<file path="config.mk">
export PLATFORM = sky130hd
export DESIGN_NAME = traffic_request_latch
export DESIGN_NICKNAME = d
export VERILOG_FILES = /design/src/rtl/traffic_request_latch.sv
export SDC_FILE = /design/constraint.sdc
export NUM_CORES = 1
export LEC_CHECK = 0
export CORE_MARGIN = 2
export CORE_UTILIZATION = 49
export DETAILED_ROUTE_END_ITERATION = 16
export PLACE_DENSITY = 0.8
export REMOVE_ABC_BUFFERS = 1
export SLEW_MARGIN = 10
export SYNTH_ARGS = -nofsm -noshare
export SYNTH_HDL_FRONTEND = slang
export SYNTH_SLANG_ARGS = --single-unit
</file>
<file path="constraint.sdc">
create_clock -name clk -period 2.33 [get_ports clk]
set_input_delay 0.699 -clock clk [delete_from_list [all_inputs] [get_ports clk]]
set_output_delay 0.699 -clock clk [all_outputs]
set_load 0.01 [all_outputs]
</file>
<file path="src/rtl/traffic_request_latch.sv">
// Sensor conditioning ahead of traffic_light_controller: sync, latch, age, pick oldest.
// Optional STARVE_PULSE_EN adds a one-cycle pulse when any direction becomes starved.
module traffic_request_latch #(
    parameter int WAIT_WIDTH = 4,
    parameter int MAX_WAIT   = 10
) (
    input  logic                  clk,
    input  logic                  rst,
    input  logic                  tick,
    input  logic                  sensor_ns,
    input  logic                  sensor_ew,
    input  logic                  sensor_ped,
    input  logic                  grant_ns,
    input  logic                  grant_ew,
    input  logic                  grant_ped,
    output logic                  req_ns,
    output logic                  req_ew,
    output logic                  req_ped,
    output logic                  any_req,
    output logic [WAIT_WIDTH-1:0] wait_ns,
    output logic [WAIT_WIDTH-1:0] wait_ew,
    output logic [WAIT_WIDTH-1:0] wait_ped,
    output logic                  starve_ns,
    output logic                  starve_ew,
    output logic                  starve_ped,
    output logic [1:0]            next_dir,
    output logic                  starve_pulse
);

    localparam logic [WAIT_WIDTH-1:0] W_SAT = '1;
    localparam logic [WAIT_WIDTH-1:0] W_THR = WAIT_WIDTH'(MAX_WAIT);

    // Index 0 = NS, 1 = EW, 2 = PED throughout.
    logic [2:0]            w_sensor;
    logic [2:0]            w_grant;
    logic [2:0]            w_starve;
    logic [2:0]            r_sync1;
    logic [2:0]            r_sync2;
    logic [2:0]            r_req;
    logic [WAIT_WIDTH-1:0] r_wait [3];
    logic [1:0]            r_next_dir;
    logic [1:0]            w_next_dir;

    assign w_sensor = {sensor_ped, sensor_ew, sensor_ns};
    assign w_grant  = {grant_ped, grant_ew, grant_ns};

    // A request needs two consecutive synced samples, so one-cycle glitches are dropped.
    always_ff @(posedge clk) begin
        if (rst) begin
            r_sync1 <= '0;
            r_sync2 <= '0;
            r_req   <= '0;
        end else begin
            r_sync1 <= w_sensor;
            r_sync2 <= r_sync1;
            r_req   <= ~w_grant & (r_req | (r_sync1 & r_sync2));
        end
    end

    always_ff @(posedge clk) begin
        for (int i = 0; i < 3; i++) begin
            if (rst || !r_req[i] || w_grant[i])
                r_wait[i] <= '0;
            else if (tick && r_wait[i] != W_SAT)
                r_wait[i] <= r_wait[i] + 1'b1;
        end
    end

    always_comb begin
        for (int i = 0; i < 3; i++)
            w_starve[i] = r_req[i] && (r_wait[i] >= W_THR);
    end

    // Oldest pending wins; equal ages resolve PED, then NS, then EW.
    always_comb begin
        w_next_dir = 2'b00;
        if (r_req[2]
            && (!r_req[0] || r_wait[2] >= r_wait[0])
            && (!r_req[1] || r_wait[2] >= r_wait[1]))
            w_next_dir = 2'b11;
        else if (r_req[0] && (!r_req[1] || r_wait[0] >= r_wait[1]))
            w_next_dir = 2'b01;
        else if (r_req[1])
            w_next_dir = 2'b10;
    end

    always_ff @(posedge clk) begin
        if (rst)
            r_next_dir <= 2'b00;
        else
            r_next_dir <= w_next_dir;
    end

`ifdef STARVE_PULSE_EN
    logic [2:0] r_starve_d;
    logic       r_starve_pulse;

    always_ff @(posedge clk) begin
        if (rst) begin
            r_starve_d     <= '0;
            r_starve_pulse <= 1'b0;
        end else begin
            r_starve_d     <= w_starve;
            r_starve_pulse <= |(w_starve & ~r_starve_d);
        end
    end

    assign starve_pulse = r_starve_pulse;
`else
    assign starve_pulse = 1'b0;
`endif

    assign req_ns     = r_req[0];
    assign req_ew     = r_req[1];
    assign req_ped    = r_req[2];
    assign any_req    = |r_req;
    assign wait_ns    = r_wait[0];
    assign wait_ew    = r_wait[1];
    assign wait_ped   = r_wait[2];
    assign starve_ns  = w_starve[0];
    assign starve_ew  = w_starve[1];
    assign starve_ped = w_starve[2];
    assign next_dir   = r_next_dir;

endmodule
</file>
==> flow_summary.toml <==
[routing]
drt_wl_total_um = 2810
vias = 1077
drc = 0
drt-wirelength-per-cell_um = 14.05
dr.first_iter.drc_count = 34
drtPass1Iterations = 4
postRouteAntennaNets = 0
viasPerCell = 5.385

[floorplanning]
pin_count = 31
die_h_um = 55.88
num_rows = 18
core_area_sq_um = 2522
die_area_sq_um = 3123
start_util_pct = 52.28
die_w_um = 55.88

[setup_path]
worst-r2r-setup-slack_ns = 0.52
endpoint_kind = "primary output"
worst_setup_path_start_kind = "flip-flop"
cp_top_family = "buffers and inverters"
critPathSlowestCell = "clkdlybuf4s50_1"
crit_fanout = 6
critPathBufInv = 1
worst-path-stages = 2
cp.required_ns = 1.63
r2r_cells = 6
arrival_ns = 1.57
r2r-start = "r_wait[0][0]$_SDFFCE_PN0P_"
cp_cell_sequence = "or3_1 > clkdlybuf4s50_1"
path_class = "reg2out"
critPathMaxStageDelay_ns = 0.49
worst_r2r_endpoint = "next_dir[0]$_SDFF_PP0_"

[sta]
hold_ws_ns = 0.4773
fin_crit_sh_pct = 97.27
rsz0062_at_grt = "false"
max_freq_mhz = 441.3
hold_viol_final = 0
setup_viol = 0
post-route-min-period_ns = 2.266
skew_ns = 0.008772
setup-tns-final_ns = 0
maxSlewViolCount = 0

[global_route]
gr-usage-met3_pct = 2.791
use_met2_pct = 34.52
grt_max_degree = 13
first_global_vias = 1097
antenna_found_initial = 0
overflow = 0
grt-busiest-layer = "met2"
grt_pass1_wl_um = 4919
grt_util_met1_pct = 26.09
grt_use_total_pct = 20.06

[synth]
syn-cell-area_sq_um = 1319
ys_top_cells_by_area = "edfxtp_1 27%, ha_1 17%, dfxtp_1 17%"
ys_ff_latch = 23
yosys.area.top_type_share_pct = 27.32
seq_area_frac_synth_pct = 44.02
syn_area_per_cell_sq_um = 10.22
synthCells = 129
synth_largest_area_cell = "edfxtp_1"
yosys_warnings = 0
synth.distinct_cells = 31

[pwr]
pwr_density_cell_nw_per_um2 = 375.9
p_int_mw = 0.5169
power.leakage_nw = 0.6941
net-switching-power_mw = 0.1345
p_sw_share_pct = 20.65
irDropWorstVdd_v = 0.0003889
power_mw = 0.6514
pwr-share-seq_pct = 66.1
pwr-share-comb_pct = 5.9
power.share.clock_pct = 28.0

[place]
dp_hpwl_um = 2279
place_congestion = 0.8236
dp_cells = 195
portBuffers = 29
placed_cell_area_sq_um = 1703

[worst_hold_path]
min_path_cells = 1
hold_end = "r_sync2[0]$_SDFF_PP0_"
min_path_type = "reg2reg"
min-delay-start = "r_sync1[0]$_SDFF_PP0_"

[cells_and_area]
antennaDiodeCount = 0
nNetsFinal = 198
fillers = 210
stdcell_count = 200
area_growth_pct = 31.40
drive_gt1_share_pct = 10.59
final_area_sq_um = 1733

[cts]
clock-root-buffer = "clkbuf_4"
clkLatencyLatePin_ns = 0.31
clk_pin_slew_ns = 0.11
clockBufferDepth = 2
cts_made_buffers = 3
htree_levels = 1
cts_num_sinks = 23
cts_tree = "done"

[job]
maxCapViolCount = 0

[outcome]
status = "completed"
power by group through the flow:
stage               Sequential, mW  Clock, mW  Combinational (mW)
floorplan                    0.440          0              0.0106
global placement             0.439          0              0.0368
detailed placement           0.440          0              0.0379
CTS                          0.431      0.185              0.0383
global route                 0.431      0.200              0.0418
finish                       0.431      0.183              0.0383
cell usage in the layout (no fill, tap or decap), drive strengths merged, types with 6 or more instances in the layout:
cell type / n
ha: 18
nor3: 8
nor2: 18
clkdlybuf4s50: 26
nand3: 9
inv: 11
dfxtp: 11
edfxtp: 12
nor2b: 6
buf: 10
how the worst max path moves through the flow:
stage	start	to	slack, ns
after detailed placement	r_wait[0][0]$_SDFFCE_PN0P_	starve_ns	0.21
final	r_req[0]$_SDFF_PP0_	any_req	0.06
after global routing	r_wait[2][0]$_SDFFCE_PN0P_	starve_ped	0.0003
after floorplan	r_wait[2][0]$_SDFFCE_PN0P_	starve_ped	0.53
after CTS	r_wait[0][0]$_SDFFCE_PN0P_	starve_ns	0.06
after global placement	r_wait[2][0]$_SDFFCE_PN0P_	starve_ped	0.24
per-stage QoR:
step | utilization, % | worst slack (ns)
after CTS | 68.70 | 0.06287
final | 68.70 | 0.06372
after detailed placement | 67.51 | 0.2097
after global placement | 67.51 | 0.2377
after floorplan | - | 0.5350
after global routing | 68.70 | 0.0002617
metal layers:
metal | vias up | wire [um]
met5 | - | 0
li1 | 536 | -
met2 | 24 | 1394
met1 | 512 | 1313
met3 | 5 | 66
met4 | 0 | 36
logic make-up (layout without fill, tap and decap cells):
group,Yosys count,count (layout),synth area share [%]
xor+xnor,6,6,3.985
flops,23,23,44.02
compound gates,14,14,10.15
simple gates,54,54,20.49
buf+inv,13,54,3.985
fa+ha+maj,18,18,17.08
other cells,1,1,0.2844
cells in the mapped netlist:
cell type and instances:
a211o_1 1, a211oi_2 1, nor2b_1 6, nand2b_1 2, nor3b_1 1, inv_1 11, o21ai_2 1, nor4_1 1
conb_1 1, o32ai_2 1, nor3_1 8, edfxtp_1 12, o311a_1 1, nand2_1 4, xor2_1 1, o21ai_0 1
buf_4 1, o31a_1 1, a21oi_1 4, dfxtp_1 11, o32ai_1 1, or3_1 2, ha_1 18, nand2b_4 1
nor2_1 18, nand3_1 9, buf_1 1, xnor2_1 5, o21a_1 1, nand4_1 2, a2111oi_4 1
area by class of cell:
cell class              instances  area, sq um  area share, %
clock buffers                   4        26.28          1.516
inverters                      11        41.29          2.383
multi-input cells              93        685.7          39.57
flip-flops and latches         23        580.6          33.50
well taps                      30        37.54          2.166
repair buffers                 39        361.6          20.87
timing repair:
| item | 4_1_cts | 5_1_grt |
|---|---|---|
| setup buffers | 1 | 0 |
| setup endpoints to repair | 3 | 0 |
| gates resized for setup | 3 | 0 |
| hold buffers | 0 | 0 |
flip-flops by register name, summed over array words and instances, names as in the netlist:
signal and cells:
next_dir 2, r_sync2 3, r_req 3, r_sync1 3
r_wait 12
(Power assumes the default switching activity.)
